File: src/rtl/rf_writeback_ctrl_pkg.sv
// Shared types and default sizes for the register-file write-back controller.
package rf_writeback_ctrl_pkg;

  localparam int DEF_DATA_WIDTH  = 32;
  localparam int DEF_REG_NUM_BIT = 5;
  localparam int REG_ZERO        = 0;

  typedef enum logic {
    GNT_EXU = 1'b0,
    GNT_LSU = 1'b1
  } grant_e;

endpackage

File: src/rtl/rf_writeback_ctrl_rr_arb2.sv
// Two-requester round-robin arbiter; req/gnt bit 0 is EXU, bit 1 is LSU.
// Grant is combinational, and it is forced to zero while reset is asserted.
module rr_arb2
  import rf_writeback_ctrl_pkg::*;
(
  input  logic       i_clk,
  input  logic       i_rst_n,
  input  logic [1:0] i_req,
  output logic [1:0] o_gnt
);

  grant_e r_last_grant;

  always_comb begin
    o_gnt = 2'b00;
    if (i_rst_n) begin
      if (&i_req) begin
        o_gnt = (r_last_grant == GNT_EXU) ? 2'b10 : 2'b01;
      end else begin
        o_gnt = i_req;
      end
    end
  end

  // Every grant is also a fire, because ready is the grant itself.
  always_ff @(posedge i_clk) begin
    if (!i_rst_n) begin
      r_last_grant <= GNT_EXU;
    end else if (o_gnt[1]) begin
      r_last_grant <= GNT_LSU;
    end else if (o_gnt[0]) begin
      r_last_grant <= GNT_EXU;
    end
  end

endmodule

File: src/rtl/rf_writeback_ctrl.sv
// Arbitrates EXU/LSU results onto the register-file write port.
// Also tracks which registers are busy, for the issue stage's RAW/WAW stalls.
module rf_writeback_ctrl
  import rf_writeback_ctrl_pkg::*;
#(
  parameter int DATA_WIDTH  = DEF_DATA_WIDTH,
  parameter int REG_NUM_BIT = DEF_REG_NUM_BIT
) (
  input  logic                   i_clk,
  input  logic                   i_rst_n,
  input  logic                   i_alloc_valid,
  input  logic [REG_NUM_BIT-1:0] i_alloc_rd,
  output logic                   o_alloc_ready,
  input  logic [REG_NUM_BIT-1:0] i_rs1,
  input  logic [REG_NUM_BIT-1:0] i_rs2,
  output logic                   o_rs1_busy,
  output logic                   o_rs2_busy,
  input  logic                   i_exu_valid,
  input  logic [REG_NUM_BIT-1:0] i_exu_rd,
  input  logic [DATA_WIDTH-1:0]  i_exu_data,
  output logic                   o_exu_ready,
  input  logic                   i_lsu_valid,
  input  logic [REG_NUM_BIT-1:0] i_lsu_rd,
  input  logic [DATA_WIDTH-1:0]  i_lsu_data,
  output logic                   o_lsu_ready,
  output logic                   o_rf_wen,
  output logic [REG_NUM_BIT-1:0] o_rf_waddr,
  output logic [DATA_WIDTH-1:0]  o_rf_wdata,
  output logic [REG_NUM_BIT:0]   o_pending_cnt
);

  localparam int NREG = 1 << REG_NUM_BIT;
  localparam logic [REG_NUM_BIT-1:0] RZ = REG_NUM_BIT'(REG_ZERO);

  logic [NREG-1:0]        r_busy;
  logic [REG_NUM_BIT:0]   r_pending;
  logic                   r_wen;
  logic [REG_NUM_BIT-1:0] r_waddr;
  logic [DATA_WIDTH-1:0]  r_wdata;

  logic [1:0]             w_gnt;
  logic                   w_res_fire;
  logic [REG_NUM_BIT-1:0] w_res_rd;
  logic [DATA_WIDTH-1:0]  w_res_data;
  logic                   w_alloc_fire;
  logic                   w_set;
  logic                   w_clr;
  logic [NREG-1:0]        w_set_mask;
  logic [NREG-1:0]        w_clr_mask;
  logic [NREG-1:0]        w_busy_nxt;
  logic                   w_inc;
  logic                   w_dec;

  rr_arb2 u_arb (
    .i_clk   (i_clk),
    .i_rst_n (i_rst_n),
    .i_req   ({i_lsu_valid, i_exu_valid}),
    .o_gnt   (w_gnt)
  );

  assign o_exu_ready = w_gnt[0];
  assign o_lsu_ready = w_gnt[1];

  assign w_res_fire = |w_gnt;
  assign w_res_rd   = w_gnt[1] ? i_lsu_rd   : i_exu_rd;
  assign w_res_data = w_gnt[1] ? i_lsu_data : i_exu_data;

  assign o_alloc_ready = (i_alloc_rd == RZ) || !r_busy[i_alloc_rd];
  assign w_alloc_fire  = i_alloc_valid && o_alloc_ready;

  // Source queries see registered state only; a same-cycle retire still reads busy.
  assign o_rs1_busy = (i_rs1 != RZ) && r_busy[i_rs1];
  assign o_rs2_busy = (i_rs2 != RZ) && r_busy[i_rs2];

  assign w_set      = w_alloc_fire && (i_alloc_rd != RZ);
  assign w_clr      = w_res_fire && (w_res_rd != RZ);
  assign w_set_mask = w_set ? (NREG'(1) << i_alloc_rd) : '0;
  assign w_clr_mask = w_clr ? (NREG'(1) << w_res_rd) : '0;

  // Set is applied after clear so a new owner outranks a retiring one.
  assign w_busy_nxt = (r_busy & ~w_clr_mask) | w_set_mask;

  assign w_inc = w_set && !r_busy[i_alloc_rd];
  assign w_dec = w_clr && r_busy[w_res_rd] && !(w_set && (i_alloc_rd == w_res_rd));

  always_ff @(posedge i_clk) begin
    if (!i_rst_n) begin
      r_busy    <= '0;
      r_pending <= '0;
      r_wen     <= 1'b0;
      r_waddr   <= '0;
      r_wdata   <= '0;
    end else begin
      r_busy    <= w_busy_nxt;
      r_pending <= r_pending + (REG_NUM_BIT+1)'(w_inc) - (REG_NUM_BIT+1)'(w_dec);
      r_wen     <= w_clr;
      if (w_res_fire) begin
        r_waddr <= w_res_rd;
        r_wdata <= w_res_data;
      end
    end
  end

  assign o_rf_wen      = r_wen;
  assign o_rf_waddr    = r_waddr;
  assign o_rf_wdata    = r_wdata;
  assign o_pending_cnt = r_pending;

endmodule
File: config.mk
export PLATFORM = sky130hd
export DESIGN_NAME = rf_writeback_ctrl
export DESIGN_NICKNAME = d
export VERILOG_FILES = /design/src/rtl/rf_writeback_ctrl_pkg.sv /design/src/rtl/rf_writeback_ctrl_rr_arb2.sv /design/src/rtl/rf_writeback_ctrl.sv
export SDC_FILE = /design/constraint.sdc
export NUM_CORES = 1
export LEC_CHECK = 0
export ABC_AREA = 1
export BUFFER_PORTS_ARGS = -buffer_cell sky130_fd_sc_hd__buf_2
export CAP_MARGIN = 20
export CORE_MARGIN = 8
export CORE_UTILIZATION = 34
export CTS_BUF_LIST = sky130_fd_sc_hd__clkbuf_8
export CTS_CLUSTER_DIAMETER = 80
export DETAILED_ROUTE_END_ITERATION = 10
export HOLD_SLACK_MARGIN = 0.1
export PLACE_DENSITY = 0.69
export SETUP_SLACK_MARGIN = 0.5
export SYNTH_ARGS = -nofsm -noshare
export SYNTH_HDL_FRONTEND = slang
export SYNTH_SLANG_ARGS = --single-unit
export TNS_END_PERCENT = 100
File: constraint.sdc
create_clock -name i_clk -period 3 [get_ports i_clk]
set_input_delay 0.6 -clock i_clk [delete_from_list [all_inputs] [get_ports i_clk]]
set_output_delay 0.6 -clock i_clk [all_outputs]
set_load 0.05 [all_outputs]
After elaboration in Yosys (flattened, before gate mapping). Cells that the tools add are included.

Latch bits: 0. Memories: 0. Logic and storage cells: 55. Bits in read-only memories: 0. Register bits: 77. Memory bits (writable): 0. Output and inout bits: 49. Bits of input ports: 94.

Add/sub/neg operators: 2. Multiplexer cells: 17. Equality and inequality tests: 1. Reductions and logical operators: 20. Multipliers: 0. Div/mod/pow operators: 0. Magnitude comparators: 4. Shift operators: 2. Bitwise logic cells: 3.

Operators by type and width (number): $mux W32 (3); $shl A1 B5 Y32 const A (2); $and A32 B32 Y32 (1); $not A32 Y32 (1); $or A32 B32 Y32 (1); $lt A5 B6 Y1 const B (4); $bmux W1 S5 (4); $reduce_bool A5 Y1 (4); $logic_and A1 B1 Y1 (9); $add A6 B1 Y6 (1); $mux W1 (6); $mux W2 (3); $sub A6 B1 Y6 (1); $eq A5 B5 Y1 (1); $logic_not A5 Y1 (1); $mux W5 (1); $logic_not A1 Y1 (2); $reduce_and A2 Y1 (1); $reduce_bool A2 Y1 (1); $reduce_or A2 Y1 (1); $logic_or A1 B1 Y1 (1).

Depth between registers and ports, before layout.
Depth in word-level cells: 10. Mapped depth: 25. Depth with buffers taken out: 23.

Cells and area by module. A second synthesis with hierarchy kept.

Cell total of the unflattened synthesis: 859. Area total of the unflattened synthesis: 5137.4 sq um.

By module, submodules not included: rf_writeback_ctrl (area each 5081.1 sq um, seq. area each 1521.5 sq um, instances 1, cells each 849); rr_arb2 (area each 56.3 sq um, seq. area each 20.0 sq um, instances 1, cells each 10).

Worst setup path after synthesis. Ideal clock, no wire load.

Path kind: in2reg. From: in i_rst_n. To: reg r_pending[4], in the netlist o_pending_cnt[4]. Data arrival time: 3157 ps. Slack: -282 ps. Library setup time: 125 ps. Required time: 2875 ps. Cell stages on the path: 24. Buffers on the path: 2. Cells stage by stage: buf_4 -> nand2_2 -> inv_2 -> nand3_1 -> nand2_2 -> buf_2 -> nand2_1 -> nand2_1 -> nand2_1 -> nand3_1 -> nand3_1 -> nand2_1 -> nand2_1 -> nand2_1 -> nor2_1 -> ha_1 -> inv_1 -> ha_1 -> inv_1 -> fa_1 -> nor3_1 -> a211oi_1 -> o21ai_0 -> a21oi_1.

Cells in the longest elaborated chain, start to end: 7. Elaborated cells on any way between the ends: 13. Classes of those cells: add/sub: 1; eq/ne: 1; mux: 4; reduce/logical: 7.

RTL lines: from (decl) (line rf_writeback_ctrl.sv:10) `input logic i_rst_n,`; $mux W2 (line rf_writeback_ctrl_rr_arb2.sv:16) `if (i_rst_n) begin`; $mux W5 (line rf_writeback_ctrl.sv:65) `assign w_res_rd = w_gnt[1] ? i_lsu_rd : i_exu_rd;`; $bmux W1 S5, or another cell as far along (line rf_writeback_ctrl.sv:84) `assign w_dec = w_clr && r_busy[w_res_rd] && !(w_set && (i_alloc_rd == w_res_rd));`; $mux W1 (implied by the code), or another cell as far along (line rf_writeback_ctrl.sv:84); $logic_and A1 B1 Y1 or $logic_not A1 Y1 (tied branches) (line rf_writeback_ctrl.sv:84); $logic_and A1 B1 Y1 (line rf_writeback_ctrl.sv:84); $sub A6 B1 Y6 (line rf_writeback_ctrl.sv:95) `r_pending <= r_pending + (REG_NUM_BIT+1)'(w_inc) - (REG_NUM_BIT+1)'(w_dec);`; to (signal assigned) (line rf_writeback_ctrl.sv:95); to (decl) (line rf_writeback_ctrl.sv:36) `logic [REG_NUM_BIT:0] r_pending;`.

Parallel ways exist; a longest one is shown, timed or not. The select of a mux whose other input is x is not followed. A chain may end at the register's enable or synchronous reset.

Final worst setup path.
From: in i_lsu_valid. To: reg r_pending[4], in the netlist o_pending_cnt[4].

Cells in the longest elaborated chain, start to end: 9. Elaborated cells on any way between the ends: 15. Classes of those cells: add/sub: 1; eq/ne: 1; mux: 5; reduce/logical: 8.

RTL lines: from (decl) (line rf_writeback_ctrl.sv:22) `input logic i_lsu_valid,`; $reduce_and A2 Y1 (line rf_writeback_ctrl_rr_arb2.sv:17) `if (&i_req) begin`; $mux W2 (*) (line rf_writeback_ctrl_rr_arb2.sv:17); $mux W2 (*) (line rf_writeback_ctrl_rr_arb2.sv:16); $mux W5 (line rf_writeback_ctrl.sv:65); $bmux W1 S5, or another cell as far along (line rf_writeback_ctrl.sv:84); $mux W1 (implied by the code), or another cell as far along (line rf_writeback_ctrl.sv:84); $logic_and A1 B1 Y1 or $logic_not A1 Y1 (tied branches) (line rf_writeback_ctrl.sv:84); $logic_and A1 B1 Y1 (*) (line rf_writeback_ctrl.sv:84); $sub A6 B1 Y6 (*) (line rf_writeback_ctrl.sv:95).

Mark *: on every way between the ends. The rest lies on a longest branch, timed or not. The select of a mux whose other input is x is not followed.

==> reports/metrics.cfg <==
[timing]
skew_ns=0.01310
period_needed_ns=2.812
finalHoldViolCount=0
worst_slack_ns=0.1875
relSlewSlack_pct=56.42
fin_crit_sh_pct=93.75
rsz0062_at_grt=yes
finalSetupViolations=0
worstMarginPinSlew_ns=0.6537
slew_violations=0
hold_ws_ns=0.4723
fmax_ghz=0.3556

[synth]
yosys-top-cells-area=dfxtp_1 (30%), nand2_1 (14%), nand3_1 (13%)
yosysTopAreaCellShare_pct=30.18
syn_nets=932
synthSimpleGateAreaFrac_pct=33.07
syn_area_um2=5107
async_reset_ff_share_pct=0
synth_cell_type_count=34
synth_area_leader_cell=dfxtp_1
synth_seq_cells=77
synth_xor_xnor_area_share_pct=0.1715
syn_inst=831
ys_warn_count=0
synth_top_family_by_area=simple AND/OR/NAND/NOR gates
synth_ff_type=dfxtp_1
ys_seq_area_share_pct=30.18
synth-compound-area-share_pct=21.93
avgSynthCellArea_um2=6.146
synth_edf_count=0
synthMuxAreaShare_pct=0
synth-adder-area-share_pct=1.862

[grt]
antenna_found_initial=1
grt_pass1_vias=6023
grt_pass1_wl_mm=30.25
grt_overflow=0
grt_util_all_layers_pct=19.14
grt_max_degree=70

[min_path]
hold_path_depth=2
min_to=o_rf_waddr[4]
min_from=o_rf_waddr[4]
worstHoldPathType=flip-flop to flip-flop

[detailed_routing]
first_iter_violations=523
drc=0
drt_pass1_iterations=5
antenna_left=0
post_drt_wl_per_cell_um=16.13
drt_wl_total_mm=19.42
via_per_inst=5.262
vias=6336

[clock_network]
cts_buffers=9
cts_tree=done
clock_sinks=77
cts-root-buf=clkbuf_8
cts_hold_buf=0
clk_path_buf_depth=2
clkTransAtPathRegs_ns=0.09
clkLatencyLatePin_ns=0.37
cts_htree_levels=3

[die]
io_pins=143
rows=45
die_w_um=138.6
coreArea_um2=14920
start_util_pct=34.23
fp.dieH_um=138.6
fp.dieArea_um2=19200

[layout]
utilization_pct=46.93
drive_gt1_share_pct=30.41
final_area_um2=7002
diodes=0
area_growth_pct=37.09
layout.nets=1112

[place]
placed_area_um2=6364
hpwl_mm=14.20
post-place-ws_ns=-0.2415
port_buffers=142
gp_congestion=0.9724

[pwr]
vdd_drop_max_v=0.0001932
p_seq_share_pct=35.2
switching_share_pct=42.38
pwr-share-clk_pct=23.6
pwr_density_cell_nw_per_um2=473.3
p_leak_nw=3.311
p_switching_mw=1.404
p_total_mw=3.314
pwr-share-comb_pct=41.2
p_int_mw=1.910

[job]
maxCapViolations=0

[worst_setup_path]
arrival_ns=3.08
regToRegSetupSlack_ns=0.19
cp.required_ns=3.27
r2r-end=o_pending_cnt[4]
worst_setup_path_start_kind=input pin
cp_max_fo=8
endpoint_kind=flip-flop
worstSetupPathType=input pin to flip-flop
rr_startpoint=u_arb.r_last_grant
reg2reg_depth=21

[outcome]
status=finished, final reports clean

## power by group through the flow
stage	registers (mW)	clock network (mW)	logic (mW)
floorplan	1.44	0	0.629
global placement	1.19	0	1.24
detailed placement	1.19	0	1.26
CTS	1.17	0.800	1.31
global route	1.18	0.828	1.49
finish	1.17	0.782	1.36
## Yosys cell counts, types with 2 or more instances
master    count
dfxtp_1      77
a31oi_1       4
nand2_4       2
o21ai_1       7
clkinv_1      2
clkbuf_1     37
nor4_1        6
inv_1       106
a21oi_1      84
inv_2         5
buf_2         4
buf_6         2
nor2_1       48
o211ai_1     36
o31ai_1       9
o21ai_0      48
nand3_1     129
nand2_2       6
nand4_1       3
nand2_1     190
a22oi_1       3
ha_1          6
nor2_4        2
buf_4         5
## worst max-delay path: stages
cell and delay [ns]:
buf_6 0.10, nand2_4 0.07, inv_4 0.05, buf_4 0.13, nand3_4 0.16, nand2_4 0.12, nand2_1 0.08, nand2_1 0.06
nand2_1 0.05, nand3_1 0.08, nand3_1 0.07, nand2_1 0.05, nand2_1 0.05, nand2_1 0.06, nor2_1 0.10, ha_2 0.29
inv_2 0.07, ha_4 0.12, inv_2 0.03, fa_2 0.35, nor3_2 0.14, a211oi_2 0.07, o21ai_1 0.13, a21oi_1 0.05
## logic make-up (layout without fill, tap and decap cells)
| kind of cell | count (synthesis) | in the layout |
|---|---|---|
| buffers and inverters | 163 | 347 |
| xor gates and xnor gates | 1 | 1 |
| adders and majority gates | 7 | 7 |
| DFF | 77 | 77 |
| and+or+nand+nor | 388 | 389 |
| AOI/OAI and AO/OA | 195 | 195 |
## stage by stage
stage	std cells	setup TNS, ns
2_1_floorplan	831	-0.02590
4_1_cts	1202	0
5_1_grt	1204	-0.0009504
3_3_place_gp	1168	-0.4003
6_report	1204	0
3_5_place_dp	1168	-0.6204
## final cells by class
type	instances	area (um^2)
Timing Repair Buffer	215	1365
Timing Repair inverter	2	15.01
Tap cell	188	235.2
Clock buffer	9	123.9
Clock inverter	7	62.56
Fill cell	1530	7919
Inverter	114	452.9
Multi-Input combinational cell	592	3203
Sequential cell	77	1544
## timing repair
| action | in CTS | in global routing |
|---|---|---|
| pin swaps | 15 | 16 |
| cloned | 2 | 1 |
| gates resized for setup | 23 | 62 |
| buffers inserted | 16 | 1 |
| setup endpoints to repair | 9 | 9 |
## flip-flops by register name, indices dropped and copies added (netlist names)
| signal | flops |
|---|---|
| u_arb.r_last_grant | 1 |
| o_rf_wen | 1 |
| o_rf_waddr | 5 |
| o_rf_wdata | 32 |
| r_busy | 32 |
| o_pending_cnt | 6 |
## metal layers
| layer | part of all wire, % | up-vias | GRT usage [%] |
|---|---|---|---|
| li1 | - | 3125 | - |
| met1 | 42 | 2873 | 23.35 |
| met2 | 47 | 276 | 30.97 |
| met3 | 7.2 | 60 | 3.562 |
| met4 | 4.3 | 2 | 10.93 |
| met5 | 0.062 | - | 0 |
## placed cells by master (no fill, tap or decap), types with 3 or more instances in the layout
cell type	Yosys	final
o211ai_1	36	36
ha_1	6	4
nand4_1	3	3
nand2_2	6	13
o31ai_1	9	9
nor4_1	6	6
nand2_1	190	176
inv_1	106	97
dfxtp_1	77	75
buf_2	4	132
nor2_1	48	48
o21ai_1	7	14
a21oi_1	84	68
o21ai_0	48	41
nand2_4	2	9
buf_6	2	11
buf_4	5	67
clkinvlp_4	0	9
nand3_2	0	6
inv_4	1	4
clkbuf_8	0	9
a21oi_4	0	3
a21oi_2	0	13
nand3_1	129	122
inv_2	5	7
## worst max path at each step
stage	startpoint	end	slack (ns)	cells past startpoint
floorplan	i_rst_n	o_pending_cnt[4]	-0.03	22
global placement	i_exu_valid	o_pending_cnt[4]	-0.21	22
global route	u_arb.r_last_grant	o_pending_cnt[4]	-0.001	22
detailed placement	i_exu_valid	o_pending_cnt[4]	-0.24	22
finish	i_lsu_valid	o_pending_cnt[4]	0.19	24
CTS	u_arb.r_last_grant	o_pending_cnt[5]	0.28	22
No activity file was read; power rests on OpenSTA's default activity.
